==> config.mk <==
export PLATFORM = sky130hd
export DESIGN_NAME = state_seq_gen
export DESIGN_NICKNAME = d
export VERILOG_FILES = /design/src/rtl/state_seq_pkg.sv /design/src/rtl/cmd_fifo.sv /design/src/rtl/state_seq_gen.sv
export SDC_FILE = /design/constraint.sdc
export NUM_CORES = 1
export LEC_CHECK = 0
export ABC_AREA = 1
export CAP_MARGIN = 15
export CORE_ASPECT_RATIO = 0.7
export CORE_MARGIN = 10
export CORE_UTILIZATION = 50
export DETAILED_ROUTE_END_ITERATION = 12
export PLACE_DENSITY = 0.7
export SYNTH_ARGS = -nofsm -noshare
export SYNTH_HDL_FRONTEND = slang
export SYNTH_SLANG_ARGS = --single-unit
==> constraint.sdc <==
create_clock -name clk -period 3.5 [get_ports clk]
set_input_delay 0.35 -clock clk [delete_from_list [all_inputs] [get_ports clk]]
set_output_delay 0.35 -clock clk [all_outputs]
set_load 0.01 [all_outputs]
==> src/rtl/state_seq_pkg.sv <==
// rtl/state_seq_pkg.sv - shared encodings, command type and step arithmetic for state_seq_gen
package state_seq_pkg;

   localparam logic [1:0] S0        = 2'b00;
   localparam logic [1:0] S1        = 2'b01;
   localparam logic [1:0] S2        = 2'b10;
   localparam logic [1:0] S_ILLEGAL = 2'b11;

   // Hold width carried in the queued command; the top's CNT_W must equal this.
   localparam int CMD_HOLD_W = 8;

   typedef enum logic [1:0] {
      IDLE = 2'd0,
      STEP = 2'd1,
      HOLD = 2'd2
   } ctrl_state_e;

   typedef struct packed {
      logic [1:0]            state;
      logic [CMD_HOLD_W-1:0] hold;
   } cmd_t;

   // Number of din=1 cycles to walk the ring from cur to target (both in 0..2).
   function automatic logic [1:0] steps_to(input logic [1:0] target, input logic [1:0] cur);
      if (target >= cur) return target - cur;
      return target + 2'd3 - cur;
   endfunction

   function automatic logic [1:0] ring_next(input logic [1:0] cur);
      return (cur == S2) ? S0 : cur + 2'd1;
   endfunction

endpackage

==> src/rtl/cmd_fifo.sv <==
// rtl/cmd_fifo.sv - synchronous FIFO with full/empty flags and async active-low reset
module cmd_fifo #(
   parameter int WIDTH = 10,
   parameter int DEPTH = 4
) (
   input  logic             clk,
   input  logic             rst_n,
   input  logic             push_i,
   input  logic [WIDTH-1:0] wdata_i,
   input  logic             pop_i,
   output logic [WIDTH-1:0] rdata_o,
   output logic             full_o,
   output logic             empty_o
);
   localparam int AW = $clog2(DEPTH);

   logic [WIDTH-1:0] mem_q [DEPTH];
   logic [AW:0]      wptr_q, wptr_d;
   logic [AW:0]      rptr_q, rptr_d;
   logic             do_push, do_pop;

   // Extra pointer bit distinguishes full from empty when the indices match.
   assign empty_o = (wptr_q == rptr_q);
   assign full_o  = (wptr_q[AW] != rptr_q[AW]) && (wptr_q[AW-1:0] == rptr_q[AW-1:0]);
   assign do_push = push_i && !full_o;
   assign do_pop  = pop_i && !empty_o;
   assign rdata_o = mem_q[rptr_q[AW-1:0]];

   always_comb begin
      wptr_d = wptr_q;
      rptr_d = rptr_q;
      if (do_push) wptr_d = wptr_q + 1'b1;
      if (do_pop)  rptr_d = rptr_q + 1'b1;
   end

   always_ff @(posedge clk or negedge rst_n) begin
      if (!rst_n) begin
         wptr_q <= '0;
         rptr_q <= '0;
      end else begin
         wptr_q <= wptr_d;
         rptr_q <= rptr_d;
      end
   end

   always_ff @(posedge clk) begin
      if (do_push) mem_q[wptr_q[AW-1:0]] <= wdata_i;
   end

endmodule

==> src/rtl/state_seq_gen.sv <==
// rtl/state_seq_gen.sv - serialises goto-state/hold commands into din and checks dout against a model
module state_seq_gen
   import state_seq_pkg::*;
#(
   parameter int CNT_W      = CMD_HOLD_W,
   parameter int FIFO_DEPTH = 4
) (
   input  logic             clk,
   input  logic             rst,
   input  logic             cmd_valid,
   output logic             cmd_ready,
   input  logic [1:0]       cmd_state,
   input  logic [CNT_W-1:0] cmd_hold,
   input  logic             dut_rst_i,
   input  logic             dout_i,
   output logic             din_o,
   output logic             busy,
   output logic [1:0]       model_state,
   output logic             done,
   output logic             cmd_err,
   output logic             abort,
   output logic             mismatch
);
   cmd_t        cmd_in, cmd_head;
   logic        fifo_full, fifo_empty, pop;

   ctrl_state_e state_q, state_d;
   logic [1:0]  step_q, step_d;
   logic [CNT_W-1:0] hold_q, hold_d;
   logic [1:0]  model_q, model_d;
   logic [1:0]  steps;
   logic        din_q, din_d;
   logic        done_q, done_d, err_q, err_d, abort_q, abort_d;
   logic        mismatch_q, mismatch_d;

   assign cmd_in = '{state: cmd_state, hold: cmd_hold};

   cmd_fifo #(.WIDTH($bits(cmd_t)), .DEPTH(FIFO_DEPTH)) u_fifo (
      .clk     (clk),
      .rst_n   (rst),
      .push_i  (cmd_valid),
      .wdata_i (cmd_in),
      .pop_i   (pop),
      .rdata_o (cmd_head),
      .full_o  (fifo_full),
      .empty_o (fifo_empty)
   );

   always_comb begin
      model_d = model_q;
      if (dut_rst_i)  model_d = S0;
      else if (din_q) model_d = ring_next(model_q);
      mismatch_d = mismatch_q | (!dut_rst_i && (dout_i != (model_q == S2)));
   end

   // Steps use the model value this edge will produce, so a downstream reset
   // coinciding with a pop is already accounted for.
   always_comb begin
      state_d = state_q;
      step_d  = step_q;
      hold_d  = hold_q;
      din_d   = 1'b0;
      done_d  = 1'b0;
      err_d   = 1'b0;
      abort_d = 1'b0;
      pop     = 1'b0;
      steps   = steps_to(cmd_head.state, model_d);
      unique case (state_q)
         IDLE: begin
            if (!fifo_empty) begin
               pop = 1'b1;
               if (cmd_head.state == S_ILLEGAL) begin
                  err_d = 1'b1;
               end else begin
                  hold_d = cmd_head.hold;
                  step_d = steps;
                  if (steps != 2'd0) begin
                     state_d = STEP;
                     din_d   = 1'b1;
                  end else if (cmd_head.hold != '0) begin
                     state_d = HOLD;
                  end else begin
                     done_d = 1'b1;
                  end
               end
            end
         end
         STEP: begin
            if (dut_rst_i) begin
               state_d = IDLE;
               abort_d = 1'b1;
            end else if (step_q == 2'd1) begin
               step_d = 2'd0;
               if (hold_q != '0) begin
                  state_d = HOLD;
               end else begin
                  state_d = IDLE;
                  done_d  = 1'b1;
               end
            end else begin
               step_d = step_q - 2'd1;
               din_d  = 1'b1;
            end
         end
         HOLD: begin
            if (dut_rst_i) begin
               state_d = IDLE;
               abort_d = 1'b1;
            end else if (hold_q == 1'b1) begin
               hold_d  = '0;
               state_d = IDLE;
               done_d  = 1'b1;
            end else begin
               hold_d = hold_q - 1'b1;
            end
         end
         default: state_d = IDLE;
      endcase
   end

   always_ff @(posedge clk or negedge rst) begin
      if (!rst) begin
         state_q    <= IDLE;
         step_q     <= '0;
         hold_q     <= '0;
         model_q    <= S0;
         din_q      <= 1'b0;
         done_q     <= 1'b0;
         err_q      <= 1'b0;
         abort_q    <= 1'b0;
         mismatch_q <= 1'b0;
      end else begin
         state_q    <= state_d;
         step_q     <= step_d;
         hold_q     <= hold_d;
         model_q    <= model_d;
         din_q      <= din_d;
         done_q     <= done_d;
         err_q      <= err_d;
         abort_q    <= abort_d;
         mismatch_q <= mismatch_d;
      end
   end

   assign cmd_ready   = !fifo_full;
   assign busy        = (state_q != IDLE) || !fifo_empty;
   assign din_o       = din_q;
   assign model_state = model_q;
   assign done        = done_q;
   assign cmd_err     = err_q;
   assign abort       = abort_q;
   assign mismatch    = mismatch_q;

endmodule

# After elaboration in Yosys (flattened, before gate mapping)

Memories as Yosys holds them, arrays and structs flattened.
Index checks and enable logic that the tools add are counted.

Register bits after elaboration: 25
Bits in writable memories: 40
Input bits: 15
Output and inout bits: 9
Memories kept: 1

Memory list:

| memory       | words | width | rd ports | clocked after Yosys merged registers in | write ports | line           | text |
|---|---|---|---|---|---|---|---|
| u_fifo.mem_q | 4     | 10    | 1        | 0                                       | 1           | cmd_fifo.sv:17 | `logic [WIDTH-1:0] mem_q [DEPTH];` |

Add/sub/neg operators: 8
Order comparisons: 1
Eq/ne operators: 17
Multiplexer cells: 51
Bitwise gates (word level): 1
Reductions and logical operators: 19

Operators by type and width:

| kind                                                                | number |
|---|---|
| 2-bit 2-to-1 mux                                                    | 18 |
| 8-bit 2-to-1 mux                                                    | 4 |
| 1-bit 2-to-1 mux                                                    | 24 |
| 8-bit one-hot mux with 2 select lines                               | 1 |
| 8-bit nonzero test                                                  | 2 |
| 3-bit != test (second input constant)                               | 3 |
| 8-bit by 1-bit == test with 1-bit output (second input constant)    | 1 |
| 2-bit != test (second input constant)                               | 4 |
| 4-bit AND reduction                                                 | 2 |
| 2-bit nonzero test                                                  | 4 |
| 8-bit by 1-bit subtractor with 8-bit output (second input constant) | 1 |
| 3-bit by 1-bit adder with 3-bit output (second input constant)      | 2 |
| 2-bit == test (second input constant)                               | 3 |
| 2-bit one-hot mux with 3 select lines                               | 1 |
| 5-bit AND reduction                                                 | 1 |
| 2-bit by 1-bit == test with 1-bit output (second input constant)    | 2 |
| 1-bit logical AND                                                   | 4 |
| 2-bit one-hot mux with 2 select lines                               | 1 |
| 2-bit subtractor                                                    | 2 |
| 3-bit == test                                                       | 1 |
| 1-bit zero test                                                     | 3 |
| 1-bit one-hot mux with 3 select lines                               | 1 |
| 2-bit by 1-bit adder with 2-bit output (second input constant)      | 1 |
| 2-bit adder (second input constant)                                 | 1 |
| 9 further kinds                                                     | 10 |

# Logic depth before layout (Yosys ltp)

Word-level depth: 12
Gate-level depth with buffers: 17
Gate-level depth less buffers: 17

# Modules after synthesis

A second synthesis with hierarchy kept.

Cell total of the unflattened synthesis: 356
Area, all modules: 3280.6 um^2

By module, submodules not included:

| module        | instances | cells each | area an instance (um^2) | sequential area each (um^2) |
|---|---|---|---|---|
| cmd_fifo      | 1         | 158        | 1890.6                  | 1351.3 |
| state_seq_gen | 1         | 198        | 1390.1                  | 475.5 |

# Worst setup path after synthesis

Ideal clock, no wire load.

Path kind: register to register
From: register model_q[1] (netlist: model_state[1])
To: register state_q[1]
Library setup time: 0.117 ns
Data arrival time: 2.192 ns
Required time: 3.383 ns
Slack: 1.191 ns
Stages on the path, launching flop included: 15
Path buffers: 0
Period minus slack after synthesis: 2.309 ns
Path through: dfrtp_1 > inv_1 > nand2_1 > nand2_1 > and3_1 > ha_1 > inv_1 > fa_1 > or2_2 > nand2_1 > nand3_1 > nor2_1 > nand3_2 > nand3_1 > nand2_1

Longest elaborated chain between the ends: 12
Elaborated cells on any way between the ends: 18
Classes of those cells: 3 x add/sub; 1 x order compare; 2 x eq/ne; 10 x mux; 2 x reduce/logical

RTL lines:

| element                                                                      | line                 | text |
|---|---|---|
| start, declared                                                              | state_seq_gen.sv:30  | `logic [1:0] model_q, model_d;` |
| start signal, assigned                                                       | state_seq_gen.sv:136 | `model_q <= model_d;` |
| 2-bit == test *                                                              | state_seq_pkg.sv:30  | `return (cur == S2) ? S0 : cur + 2'd1;` |
| 2-bit 2-to-1 mux *                                                           | state_seq_pkg.sv:30  |  |
| 2-bit 2-to-1 mux *                                                           | state_seq_gen.sv:52  | `else if (din_q) model_d = ring_next(model_q);` |
| 2-bit 2-to-1 mux *                                                           | state_seq_gen.sv:51  | `if (dut_rst_i) model_d = S0;` |
| net model_d[0]                                                               | state_seq_gen.sv:30  |  |
| 2-bit subtractor / 2-bit greater-or-equal comparator (equally long branches) | state_seq_pkg.sv:25  | `if (target >= cur) return target - cur;` |
| 2-bit 2-to-1 mux / 1-bit 2-to-1 mux (equally long branches)                  | state_seq_pkg.sv:25  |  |
| 2-bit 2-to-1 mux *                                                           | state_seq_pkg.sv:26  | `return target + 2'd3 - cur;` |
| 2-bit nonzero test *                                                         | state_seq_gen.sv:77  | `if (steps != 2'd0) begin` |
| 2-bit 2-to-1 mux                                                             | state_seq_gen.sv:77  |  |
| 2-bit 2-to-1 mux                                                             | state_seq_gen.sv:72  | `if (cmd_head.state == S_ILLEGAL) begin` |
| 2-bit 2-to-1 mux                                                             | state_seq_gen.sv:70  | `if (!fifo_empty) begin` |
| 2-bit one-hot mux with 3 select lines                                        | state_seq_gen.sv:68  | `unique case (state_q)` |
| end signal, assigned                                                         | state_seq_gen.sv:133 | `state_q <= state_d;` |
| end, declared                                                                | state_seq_gen.sv:27  | `ctrl_state_e state_q, state_d;` |

Mark *: on every way through the listed nets, which the timed path passes. The rest lies on a longest branch. The select of a mux whose other input is x is not followed.
A chain may end at the register's enable or synchronous reset.

# Worst setup path in the final report

From: register u_fifo.rptr_q[1]
To: register state_q[1]

Longest elaborated chain between the ends: 9
Elaborated cells on any way between the ends: 20
Classes of those cells: 3 x add/sub; 1 x order compare; 5 x eq/ne; 7 x mux; 3 x reduce/logical; 1 x memory

RTL lines:

| element                                  | line                | text |
|---|---|---|
| start, declared                          | cmd_fifo.sv:19      | `logic [AW:0] rptr_q, rptr_d;` |
| start signal, assigned                   | cmd_fifo.sv:42      | `rptr_q <= rptr_d;` |
| memory read 4 x 10 bit                   | n/a                 |  |
| 2-bit adder (tied with other cells)      | state_seq_pkg.sv:26 |  |
| 2-bit subtractor (tied with other cells) | state_seq_pkg.sv:26 |  |
| 2-bit 2-to-1 mux                         | state_seq_pkg.sv:26 |  |
| 2-bit nonzero test                       | state_seq_gen.sv:77 |  |
| 2-bit 2-to-1 mux                         | state_seq_gen.sv:77 |  |
| 2-bit 2-to-1 mux                         | state_seq_gen.sv:72 |  |
| 2-bit 2-to-1 mux                         | state_seq_gen.sv:70 |  |
| 2-bit one-hot mux with 3 select lines    | state_seq_gen.sv:68 |  |

Several ways; a longest one is shown, not always the timed one. The select of a mux whose other input is x is not followed.

==> flow_summary.json <==
{
  "status": "finished, final reports clean",
  "power_mw": 3.66,
  "drt-pass1-iter-count": 4,
  "cp_slowest_stage_delay_ns": 0.55,
  "synthTopCellsByArea": "edfxtp_1, dfrtp_1, nand2_1",
  "syn_to_final_growth_pct": 14.4,
  "post-cts-setup-buffer-count": 0,
  "yosys_register_bits": 65,
  "end_kind": "flop",
  "cts_num_sinks": 65,
  "yosys.area_share.simple_pct": 27.3,
  "numPortBuffers": 23,
  "cts.clk_slew.worst_paths_ns": 0.08,
  "coreArea_mm2": 0.00640,
  "ys.flop_type": "edfxtp_1",
  "finalSetupTns_ns": 0,
  "synth_edf_count": 40,
  "yosysUniqueCellTypes": 36,
  "drive_gt1_share_pct": 13.5,
  "grt_max_degree": 26,
  "ys.warnings.count": 0,
  "hold_class": "input pin to asynchronous set/reset pin",
  "setup-violations-final": 0,
  "rows": 24,
  "drt_iter0_markers": 213,
  "wirelength_mm": 6.58,
  "synth_area_mm2": 0.00338,
  "netlist.top_cell.by_area": "edfxtp_1",
  "synth.most_common_cell": "nand2_1",
  "worst_pin_slew_ns": 0.696,
  "p_leak_nw": 1.73,
  "worst-path-max-fanout": 13,
  "fin_crit_sh_pct": 82.5,
  "drc": 0,
  "htreeDepth": 3,
  "postRouteAntennaNets": 0,
  "finalCriticalPeriod_ns": 2.89,
  "p_per_area_mw_per_mm2": 948,
  "die-area_mm2": 0.0105,
  "cp_cell_sequence": "inv_1 -> nand3_1 -> nand2_1 -> ha_1 -> inv_1 -> fa_1 -> or2_2 -> nand2_1 -> nand3_1 -> nor2_1 -> nand3_2 -> nand3_1 -> nand2_1",
  "ff2ff_path_depth": 13,
  "syn_nets": 387,
  "dieHeight_um": 88.8,
  "grt_pass1_vias": 2361,
  "drv_slew": 0,
  "synth_area_per_cell_um2": 9.49,
  "ios": 24,
  "clk_path_buf_depth": 2,
  "grtUsageTotal_pct": 13.9,
  "vias": 2390,
  "grt_setup_unrepaired": "no",
  "fin_worst_skew_ns": 0.00994,
  "overflow": 0,
  "root_buffer": "clkbuf_8",
  "hold_violations": 0,
  "crit_path_top_delay_cell": "dfrtp_1",
  "diodes": 0,
  "worstPathArrival_ns": 3.14,
  "async_flop_share_pct": 38.5,
  "antenna_found_initial": 0,
  "synth_seq_area_share_pct": 54.1,
  "nNetsFinal": 419,
  "synth-xor-area-share_pct": 1.81,
  "crit_type": "flop to flop",
  "crit_required_ns": 3.75,
  "synth_fa_ha_area_share_pct": 6.15,
  "vias_per_cell": 4.94,
  "routed_wire_length_per_instance_um": 13.6,
  "cts_made_buffers": 9,
  "critPathLaunchType": "flop",
  "synth_commonest_cells": "nand2_1, nand3_1, edfxtp_1, inv_1, dfrtp_1",
  "relSlewSlack_pct": 53.6,
  "muxShareOfSynthArea_pct": 0,
  "fmax_mhz": 346,
  "die_x_um": 118,
  "synth_compound_area_share_pct": 4.07,
  "insertion_delay_ns": 0.36,
  "peakVddDrop_v": 0.000419,
  "synth_top_family_by_area": "simple AND/OR/NAND/NOR gates",
  "cts_resized": 0,
  "cts_hold_buf": 0,
  "hpwl_mm": 4.75,
  "rrSetupSlack_ns": 0.61,
  "synth_top_area_share_pct": 35.6,
  "place_congestion": 0.845,
  "max_cap_violations": 0,
  "tritoncts": "yes",
  "netlist_instances": 356,
  "start_util_pct": 52.8,
  "grt_pass1_wl_mm": 11.5
}
-- layout make-up --
type / instances / area, um^2
fill: 548 / 2530
clock inverter: 7 / 45.0
sequential: 65 / 1830
tap: 91 / 114
inverter: 41 / 159
multi-input combinational: 243 / 1330
timing repair buffer: 28 / 268
clock buffer: 9 / 124
-- worst max-delay path, delay by kind of cell, from the launching register on --
family	cells	cell delay (ns)
AND/OR/NAND/NOR	9	1.25
adder cells (fa/ha/maj)	2	0.55
flip-flops	1	0.55
buffers and inverters	2	0.44
-- per-layer routing --
layer	part of all wire [%]	wire, um	vias up	global-route usage, %
met5	0	0	-	0
met4	0.90	59	0	4.36
met3	5.0	332	7	5.92
met2	43	2800	46	20.5
met1	51	3390	1110	18.2
li1	-	-	1227	-
-- where the power goes --
group          switching (mW)  internal (mW)  total (mW)
clock network           0.302          0.255       0.557
registers               0.161           1.07        1.23
logic                    1.20          0.683        1.88
total                    1.66           2.00        3.66
-- path summary, 6_finish.rpt --
path,start,to
hold / removal,rst,u_fifo.wptr_q[2]
setup / recovery,u_fifo.rptr_q[1],state_q[1]
setup reg to reg,u_fifo.rptr_q[1],state_q[1]
min in group clk,step_q[1],step_q[1]
max in group asynchronous,rst,step_q[0]
hold reg to reg,step_q[1],step_q[1]
-- cells in the final DEF, fill, tap and decap left out, types with 2 or more instances in the layout --
| cell | Yosys | layout |
|---|---|---|
| inv_6 | 1 | 3 |
| inv_2 | 2 | 2 |
| inv_1 | 38 | 38 |
| o21ai_2 | 2 | 2 |
| nor2_2 | 5 | 5 |
| a21oi_1 | 6 | 6 |
| clkdlybuf4s50_1 | 0 | 23 |
| nand2_2 | 15 | 15 |
| clkbuf_8 | 0 | 9 |
| xor2_1 | 6 | 6 |
| nor2_1 | 21 | 21 |
| o22ai_1 | 7 | 7 |
| edfxtp_1 | 40 | 40 |
| buf_4 | 2 | 5 |
| ha_1 | 15 | 15 |
| o21ai_0 | 2 | 2 |
| nand2_4 | 2 | 2 |
| clkinv_1 | 0 | 2 |
| nand3_1 | 41 | 41 |
| clkinvlp_4 | 0 | 2 |
| nand2_1 | 105 | 105 |
| a21o_1 | 2 | 2 |
| dfrtp_1 | 25 | 25 |
-- cell families after synthesis --
| group | Yosys count |
|---|---|
| AO/OA/AOI/OAI | 22 |
| XOR/XNOR | 7 |
| adder cells (fa/ha/maj) | 16 |
| buffers and inverters | 48 |
| flip-flops | 65 |
| AND/OR/NAND/NOR | 198 |
-- state kept, by name (all words and copies together), names as in the netlist --
name	flops
u_fifo.mem_q	40
hold_q	8
din_o	1
cmd_err	1
done	1
u_fifo.wptr_q	3
model_state	2
abort	1
step_q	2
mismatch	1
state_q	2
u_fifo.rptr_q	3
-- through the flow --
stage | std cells | utilization [%] | hold slack, ns | setup slack, ns | cell area [um^2]
finish | 484 | 60.4 | 0.355 | 0.611 | 3870
global route | 484 | 60.4 | 0.375 | 0.292 | 3870
CTS | 484 | 60.4 | 0.354 | 0.619 | 3870
detailed placement | 468 | 57.8 | 0.465 | 0.613 | 3700
global placement | 468 | 57.8 | 0.468 | 0.708 | 3700
floorplan | 356 | - | 0.0544 | 1.19 | 3380
Note: power is estimated with default switching activity, not from simulation.
